===== config.mk =====
export PLATFORM = sky130hd
export DESIGN_NAME = invntt_job_scheduler_flat
export DESIGN_NICKNAME = d
export VERILOG_FILES = /design/src/rtl/invntt_job_scheduler_if.sv /design/src/rtl/invntt_job_scheduler.sv /design/src/flat_wrapper.sv
export SDC_FILE = /design/constraint.sdc
export NUM_CORES = 1
export LEC_CHECK = 0
export BUFFER_PORTS_ARGS = -buffer_cell sky130_fd_sc_hd__buf_2
export CAP_MARGIN = 0
export CORE_ASPECT_RATIO = 0.8
export CORE_MARGIN = 5
export CORE_UTILIZATION = 25
export CTS_CLUSTER_SIZE = 20
export DETAILED_ROUTE_END_ITERATION = 16
export PLACE_DENSITY = 0.44
export SYNTH_ARGS = -nofsm -noshare
export SYNTH_HDL_FRONTEND = slang
export SYNTH_SLANG_ARGS = --single-unit
export TNS_END_PERCENT = 10

===== constraint.sdc =====
create_clock -name clk -period 3.65 [get_ports clk]
set_input_delay 0.73 -clock clk [delete_from_list [all_inputs] [get_ports clk]]
set_output_delay 0.73 -clock clk [all_outputs]
set_load 0.03 [all_outputs]

===== src/rtl/invntt_job_scheduler_if.sv =====
`default_nettype none
// ============================================================================
// Module   : invntt_job_scheduler_if
// Brief    : Request/grant and shared-transform-core handshake bundle for the
//            forward/inverse NTT job scheduler.
// Revision : 1.0 - initial release
// ============================================================================
interface invntt_job_scheduler_if #(
    parameter int MAX_POLY = 4
);
    localparam int c_idx_w = (MAX_POLY > 1) ? $clog2(MAX_POLY) : 1;

    logic               req_fwd;
    logic               req_inv;
    logic [2:0]         cnt_fwd;
    logic [2:0]         cnt_inv;
    logic               gnt_fwd;
    logic               gnt_inv;
    logic               core_sel;
    logic               core_set;
    logic               core_readin;
    logic               core_cal_en;
    logic               core_readin_ok;
    logic               core_full_in;
    logic               core_full_out;
    logic               core_done;
    logic [c_idx_w-1:0] poly_idx;
    logic               busy;
    logic               job_done_fwd;
    logic               job_done_inv;
    logic               timeout_err;

    // Scheduler side
    modport master (
        input  req_fwd, req_inv, cnt_fwd, cnt_inv,
        input  core_readin_ok, core_full_in, core_full_out, core_done,
        output gnt_fwd, gnt_inv, core_sel, core_set, core_readin, core_cal_en,
        output poly_idx, busy, job_done_fwd, job_done_inv, timeout_err
    );

    // Requesters and transform core side
    modport slave (
        output req_fwd, req_inv, cnt_fwd, cnt_inv,
        output core_readin_ok, core_full_in, core_full_out, core_done,
        input  gnt_fwd, gnt_inv, core_sel, core_set, core_readin, core_cal_en,
        input  poly_idx, busy, job_done_fwd, job_done_inv, timeout_err
    );
endinterface
`default_nettype wire


===== src/rtl/invntt_job_scheduler.sv =====
`default_nettype none
// ============================================================================
// Module   : invntt_job_scheduler
// Brief    : Round-robin scheduler sharing one NTT core between forward and
//            inverse jobs, sequencing each polynomial with a watchdog.
// Revision : 1.0 - initial release
// ============================================================================
module invntt_job_scheduler #(
    parameter int MAX_POLY = 4,
    parameter int TIMEOUT  = 1023
) (
    input  wire logic              clk,
    input  wire logic              reset,
    invntt_job_scheduler_if.master bus
);
    localparam int                 c_idx_w    = (MAX_POLY > 1) ? $clog2(MAX_POLY) : 1;
    localparam int                 c_wd_w     = 10;
    localparam logic [c_wd_w-1:0]  c_wd_limit = c_wd_w'(TIMEOUT - 1);
    localparam logic [3:0]         c_max_cnt  = 4'(MAX_POLY);

    typedef enum logic [2:0] {
        S_IDLE      = 3'd0,
        S_LOAD      = 3'd1,
        S_WAIT_FULL = 3'd2,
        S_COMPUTE   = 3'd3,
        S_WAIT_DONE = 3'd4,
        S_UNLOAD    = 3'd5,
        S_NEXT      = 3'd6,
        S_DONE      = 3'd7
    } state_t;

    state_t              r_state;
    logic                r_last_served;   // 1 = inverse served last
    logic                r_side;          // side of the job in flight
    logic [c_idx_w-1:0]  r_last_idx;
    logic [c_idx_w-1:0]  r_poly_idx;
    logic [c_wd_w-1:0]   r_wd;
    logic                r_gnt_fwd;
    logic                r_gnt_inv;
    logic                r_core_sel;
    logic                r_core_set;
    logic                r_readin;
    logic                r_cal_en;
    logic                r_busy;
    logic                r_done_fwd;
    logic                r_done_inv;
    logic                r_timeout_err;

    logic                w_pick_inv;
    logic [2:0]          w_cnt_raw;
    logic [3:0]          w_cnt_clamped;
    logic [c_idx_w-1:0]  w_last_idx;
    logic                w_waiting;
    logic                w_flag;

    always_comb begin
        w_pick_inv = bus.req_inv && (!bus.req_fwd || !r_last_served);
        w_cnt_raw  = w_pick_inv ? bus.cnt_inv : bus.cnt_fwd;
        if (w_cnt_raw == 3'd0) begin
            w_cnt_clamped = 4'd1;
        end else if ({1'b0, w_cnt_raw} > c_max_cnt) begin
            w_cnt_clamped = c_max_cnt;
        end else begin
            w_cnt_clamped = {1'b0, w_cnt_raw};
        end
        w_last_idx = c_idx_w'(w_cnt_clamped - 4'd1);
    end

    // Each wait state listens to exactly one core flag; all others are ignored.
    always_comb begin
        w_waiting = 1'b0;
        w_flag    = 1'b0;
        case (r_state)
            S_LOAD:      begin w_waiting = 1'b1; w_flag = bus.core_readin_ok; end
            S_WAIT_FULL: begin w_waiting = 1'b1; w_flag = bus.core_full_in;   end
            S_WAIT_DONE: begin w_waiting = 1'b1; w_flag = bus.core_done;      end
            S_UNLOAD:    begin w_waiting = 1'b1; w_flag = bus.core_full_out;  end
            default:     begin w_waiting = 1'b0; w_flag = 1'b0;               end
        endcase
    end

    always_ff @(posedge clk or posedge reset) begin
        if (reset) begin
            r_state       <= S_IDLE;
            r_last_served <= 1'b1;
            r_side        <= 1'b0;
            r_last_idx    <= '0;
            r_poly_idx    <= '0;
            r_wd          <= '0;
            r_gnt_fwd     <= 1'b0;
            r_gnt_inv     <= 1'b0;
            r_core_sel    <= 1'b0;
            r_core_set    <= 1'b0;
            r_readin      <= 1'b0;
            r_cal_en      <= 1'b0;
            r_busy        <= 1'b0;
            r_done_fwd    <= 1'b0;
            r_done_inv    <= 1'b0;
            r_timeout_err <= 1'b0;
        end else begin
            r_gnt_fwd  <= 1'b0;
            r_gnt_inv  <= 1'b0;
            r_cal_en   <= 1'b0;
            r_done_fwd <= 1'b0;
            r_done_inv <= 1'b0;
            r_wd       <= '0;

            if (w_waiting && !w_flag) begin
                if (r_wd == c_wd_limit) begin
                    // Core stalled: abandon the job silently but keep fairness.
                    r_timeout_err <= 1'b1;
                    r_state       <= S_IDLE;
                    r_busy        <= 1'b0;
                    r_core_set    <= 1'b0;
                    r_readin      <= 1'b0;
                    r_poly_idx    <= '0;
                    r_last_served <= r_side;
                end else begin
                    r_wd <= r_wd + 1'b1;
                end
            end else begin
                case (r_state)
                    S_IDLE: begin
                        if (bus.req_fwd || bus.req_inv) begin
                            r_gnt_fwd  <= !w_pick_inv;
                            r_gnt_inv  <= w_pick_inv;
                            r_side     <= w_pick_inv;
                            r_core_sel <= w_pick_inv;
                            r_last_idx <= w_last_idx;
                            r_poly_idx <= '0;
                            r_busy     <= 1'b1;
                            r_core_set <= 1'b1;
                            r_readin   <= 1'b1;
                            r_state    <= S_LOAD;
                        end
                    end
                    S_LOAD: begin
                        r_readin <= 1'b0;
                        r_state  <= S_WAIT_FULL;
                    end
                    S_WAIT_FULL: begin
                        r_cal_en <= 1'b1;
                        r_state  <= S_COMPUTE;
                    end
                    S_COMPUTE:   r_state <= S_WAIT_DONE;
                    S_WAIT_DONE: r_state <= S_UNLOAD;
                    S_UNLOAD:    r_state <= S_NEXT;
                    S_NEXT: begin
                        if (r_poly_idx == r_last_idx) begin
                            r_core_set <= 1'b0;
                            r_done_fwd <= !r_side;
                            r_done_inv <= r_side;
                            r_state    <= S_DONE;
                        end else begin
                            r_poly_idx <= r_poly_idx + 1'b1;
                            r_readin   <= 1'b1;
                            r_state    <= S_LOAD;
                        end
                    end
                    S_DONE: begin
                        r_busy        <= 1'b0;
                        r_poly_idx    <= '0;
                        r_last_served <= r_side;
                        r_state       <= S_IDLE;
                    end
                    default: r_state <= S_IDLE;
                endcase
            end
        end
    end

    assign bus.gnt_fwd      = r_gnt_fwd;
    assign bus.gnt_inv      = r_gnt_inv;
    assign bus.core_sel     = r_core_sel;
    assign bus.core_set     = r_core_set;
    assign bus.core_readin  = r_readin;
    assign bus.core_cal_en  = r_cal_en;
    assign bus.poly_idx     = r_poly_idx;
    assign bus.busy         = r_busy;
    assign bus.job_done_fwd = r_done_fwd;
    assign bus.job_done_inv = r_done_inv;
    assign bus.timeout_err  = r_timeout_err;

endmodule
`default_nettype wire


===== src/flat_wrapper.sv =====
// flat-port wrapper written by rule: the top's interface ports become plain ports
module invntt_job_scheduler_flat 
#(
    parameter int MAX_POLY = 4,
    parameter int TIMEOUT  = 1023
)
  (clk, reset, bus_req_fwd, bus_req_inv, bus_cnt_fwd, bus_cnt_inv, bus_core_readin_ok, bus_core_full_in, bus_core_full_out, bus_core_done, bus_gnt_fwd, bus_gnt_inv, bus_core_sel, bus_core_set, bus_core_readin, bus_core_cal_en, bus_poly_idx, bus_busy, bus_job_done_fwd, bus_job_done_inv, bus_timeout_err);
  invntt_job_scheduler_if #(.MAX_POLY(MAX_POLY)) bus_i ();
  input  wire logic clk;
  input  wire logic reset;
  input wire logic [$bits(bus_i.req_fwd)-1:0] bus_req_fwd;
  input wire logic [$bits(bus_i.req_inv)-1:0] bus_req_inv;
  input wire logic [$bits(bus_i.cnt_fwd)-1:0] bus_cnt_fwd;
  input wire logic [$bits(bus_i.cnt_inv)-1:0] bus_cnt_inv;
  input wire logic [$bits(bus_i.core_readin_ok)-1:0] bus_core_readin_ok;
  input wire logic [$bits(bus_i.core_full_in)-1:0] bus_core_full_in;
  input wire logic [$bits(bus_i.core_full_out)-1:0] bus_core_full_out;
  input wire logic [$bits(bus_i.core_done)-1:0] bus_core_done;
  output wire logic [$bits(bus_i.gnt_fwd)-1:0] bus_gnt_fwd;
  output wire logic [$bits(bus_i.gnt_inv)-1:0] bus_gnt_inv;
  output wire logic [$bits(bus_i.core_sel)-1:0] bus_core_sel;
  output wire logic [$bits(bus_i.core_set)-1:0] bus_core_set;
  output wire logic [$bits(bus_i.core_readin)-1:0] bus_core_readin;
  output wire logic [$bits(bus_i.core_cal_en)-1:0] bus_core_cal_en;
  output wire logic [$bits(bus_i.poly_idx)-1:0] bus_poly_idx;
  output wire logic [$bits(bus_i.busy)-1:0] bus_busy;
  output wire logic [$bits(bus_i.job_done_fwd)-1:0] bus_job_done_fwd;
  output wire logic [$bits(bus_i.job_done_inv)-1:0] bus_job_done_inv;
  output wire logic [$bits(bus_i.timeout_err)-1:0] bus_timeout_err;
  assign bus_i.req_fwd = bus_req_fwd;
  assign bus_i.req_inv = bus_req_inv;
  assign bus_i.cnt_fwd = bus_cnt_fwd;
  assign bus_i.cnt_inv = bus_cnt_inv;
  assign bus_i.core_readin_ok = bus_core_readin_ok;
  assign bus_i.core_full_in = bus_core_full_in;
  assign bus_i.core_full_out = bus_core_full_out;
  assign bus_i.core_done = bus_core_done;
  assign bus_gnt_fwd = bus_i.gnt_fwd;
  assign bus_gnt_inv = bus_i.gnt_inv;
  assign bus_core_sel = bus_i.core_sel;
  assign bus_core_set = bus_i.core_set;
  assign bus_core_readin = bus_i.core_readin;
  assign bus_core_cal_en = bus_i.core_cal_en;
  assign bus_poly_idx = bus_i.poly_idx;
  assign bus_busy = bus_i.busy;
  assign bus_job_done_fwd = bus_i.job_done_fwd;
  assign bus_job_done_inv = bus_i.job_done_inv;
  assign bus_timeout_err = bus_i.timeout_err;
  invntt_job_scheduler #(.MAX_POLY(MAX_POLY), .TIMEOUT(TIMEOUT)) u_core (.clk(clk), .reset(reset), .bus(bus_i));
endmodule

==> results.txt <==
* Worst setup timing slack at the placement stage: roughly 1400 ps
- Signal arrival time at the worst endpoint: 2300 ps
- The final count of pins violating max slew came to 0.
* Slowest cell delay on critical path: 630 ps
* Vias after detailed routing: 1178
- The min-delay analysis places its worst path in the category reg -> reg.
* Post-Place Cells: 245
- Synth Instances: approximately 150
* Post-route setup slack: 1520 ps
* Type of element launching the critical path: flip-flop
* Post-Synthesis Net Count: 162
* GRT Residual Overflow: 0
- H-tree depth: 1
- Setup slack on the worst flop-to-flop path: 1520 ps
* Detailed-route vias per instance: 4.73
- Final period util: between 50% and 60%
- Most numerous cell types in the synthesized netlist: dfrtp_1 (27), nand2_1 (12), nand3_1 (12)
* Clock-pin slew on the worst setup and hold paths: 100 ps
- Derived from the worst setup path, the maximum achievable clock frequency is 469 MHz.
* Worst Path Required: 3820 ps
* Leakage power: 0.770 nW
- Layout net count: about 190
* Detailed placer's ending HPWL: 2380 µm
- The die covers 7390 µm².
- Switching Share: a little over two fifths
- ANT nets after route: 0
* Worst ir drop on vdd: 0.000302 V
* Top cells by area in the synthesized netlist: dfrtp_1 (47%), nand3_1 (4.2%), nor2_2 (3.5%)
* Post-route total power: 1.24 mW
- Proportion of layout cells with a drive suffix above 1: 25.7%
* First DRT Iteration DRCs: 60
- The most common cell in the synthesized netlist is dfrtp_1.
* Number of storage elements in the synthesis netlist: 28
- Cells along the critical path: mux2_2, o21a_1, a21o_1, o31ai_1, a22o_1
- In this run the deepest clock path goes through 2 buffers.
- Mean post-synth cell area: 9.86 µm²
- During I/O placement, the number of pins put on the boundary was 26.
- In this run, CTS created clock tree buffers numbering 3.
* Switching power of the nets: 0.546 mW
- For the final routed database, the setup TNS stands at 0 ps.
- Share of synthesized flip-flops with an asynchronous set or reset: 100%
- Power per cell area: about 730 nW/µm²
* Count of synthesis-stage warnings from yosys: 0
- Worst-skew pair later-pin latency: 270 ps
- Global-route wire length before repair: roughly 5500 µm
* Non-filler instance count after layout: 249
- Portion of total power attributed to combinational logic: 43.5%
- # clock sinks: 28
- Final setup violation count: 0
- Worst hold slack across all endpoints: approximately 470 ps
* Worst-path maximum fanout: 16
- Global routing used 9.20% of the available tracks.
- Area added between synthesis and finish: 17.5%
- The via count of the first global-routing pass came to 1154.
- Proportion of netlist area held by the largest area contributor: 46.9%
- Final weighted congestion of routability-driven global placement: 0.754
- Worst Skew: 2.61 ps
- Slew Limit Headroom: 28.4%
- Sequential cell area fraction in the yosys report: about half
- DRC violation count after routing: 0
* Minimum period implied by the final worst setup slack: between 2000 and 2500 ps
* Area inside the core boundary: 5530 µm²
- The die is 94.9 µm wide.
* Start-to-end type of the worst setup path: reg -> reg
- Clock Power Share: 15.6%
* Initial standard-cell utilization of the core: 26.1%
- Post_cts resized: 0
- The final hold violation count is 0.
- Grouping stages by cell kind, the critical path spends the most delay in compound AO/OA/AOI/OAI gates.
* Library cell used as clock root buffer: clkbuf_8
- The slowest stage of the critical path belongs to the cell dfrtp_1.
- Number of iterations in the first detailed-routing pass: 4
* Crit path capture type: flip-flop
- Number of different library cells in the post-synthesis netlist: 40
* Fillers: approximately 600
- Final wirelength: 3200 µm
* Measured slew at the worst slew-check pin: 1070 ps
- The run finished with clean final reports.
- Number of buffers added to fix hold violations after cts: 0
- The synthesized design spends more area on one cell type than any other, namely dfrtp_1.
- Initial antenna violation count: 0
- In this run the tool buffered the top-level ports with 25 buffer cells.
- TritonCTS built the clock tree.
- Setup repair after global routing left no endpoint under its margin.
- Total of max-cap violations: 0
- Internal power contribution: 0.697 mW
- Post-CTS setup buffers: 0
- Summing every instance area after synthesis gives between 1000 and 1500 µm².
- Registers are responsible for between 40% and 50% of the overall power.
- 0 antenna diodes ended up in the layout.
* Number of flops mapped to enable cells by yosys: 0
- In this run the vertical extent of the chip is 77.9 µm.
- Largest net degree at the start of global routing: 29
- In the final routed layout, each cell accounts on average for 12.9 µm.
- Most used flip-flop cell after synthesis: dfrtp_1
* Site row count: 24
- Buffers and inverters on the worst path: 0
-- routing by layer --
metal / global-route usage, % / up-vias / routed length [µm] / part of all wire, %
li1: - / 573 / - / -
met1: 13.2 / 576 / 1600 / 50
met2: 13.7 / 27 / 1460 / 46
met3: 2.61 / 2 / 131 / 4.1
met4: 2.16 / 0 / 14 / 0.44
met5: 0 / - / 0 / 0
-- kinds of logic after synthesis --
family	share of synthesized area (%)
DFF	48.7
buffers and inverters	3.04
xor gates and xnor gates	4.87
muxes	0.782
adders and majority gates	1.74
AOI/OAI and AO/OA	18.2
and+or+nand+nor	22.7
-- path summary, 6_finish.rpt --
kind,cells after the start,startpoint,endpoint
worst max-delay path,5,u_core.r_state[2]$_DFFE_PP0P_,u_core.r_state[1]$_DFFE_PP0P_
worst min-delay path,1,u_core.bus.timeout_err$_DFFE_PP0P_,u_core.bus.timeout_err$_DFFE_PP0P_
worst max register to register,5,u_core.r_state[2]$_DFFE_PP0P_,u_core.r_state[1]$_DFFE_PP0P_
worst min register to register,1,u_core.bus.timeout_err$_DFFE_PP0P_,u_core.bus.timeout_err$_DFFE_PP0P_
max in group asynchronous,2,reset,u_core.bus.poly_idx[1]$_DFFE_PP0P_
min in group asynchronous,2,reset,u_core.bus.timeout_err$_DFFE_PP0P_
-- flip-flops by register name (all words and copies together) (netlist names), 2 cells and up --
signal,cells
u_core.r_state,3
u_core.bus.poly_idx,2
u_core.r_last_idx,2
u_core.r_wd,10
-- cells in the final DEF (no fill, tap or decap), drive strengths merged, types with 4 or more instances in the layout --
cell type | synthesis | routed
dfrtp | 27 | 27
buf | 3 | 25
nor2 | 15 | 15
nand2 | 13 | 13
nand3 | 12 | 12
o21ai | 8 | 8
a21oi | 8 | 8
inv | 5 | 5
xor2 | 5 | 5
or3 | 4 | 4
a21o | 4 | 4
o31ai | 4 | 4
clkbuf | 1 | 4
-- power groups by stage --
stage          Clock (mW)  Sequential [mW]  Combinational (mW)
3_3_place_gp            0            0.510               0.545
6_report            0.193            0.508               0.541
4_1_cts             0.203            0.508               0.550
2_1_floorplan           0            0.543               0.389
5_1_grt             0.212            0.528               0.606
3_5_place_dp            0            0.512               0.546
-- metrics by stage --
step	instance area, µm²	utilization [%]
4_1_cts	1690	30.6
2_1_floorplan	1440	-
6_report	1690	30.6
3_5_place_dp	1640	29.6
5_1_grt	1690	30.6
3_3_place_gp	1640	29.6
-- final cells by class --
cell class	count	area [µm²]	share of cell area, %
Timing Repair Buffer	25	125	7.39
Multi-Input combinational cell	109	694	41.0
Clock buffer	4	55.1	3.25
Tap cell	78	97.6	5.76
Sequential cell	28	702	41.5
Inverter	5	18.8	1.11
(Power assumes the default switching activity.)
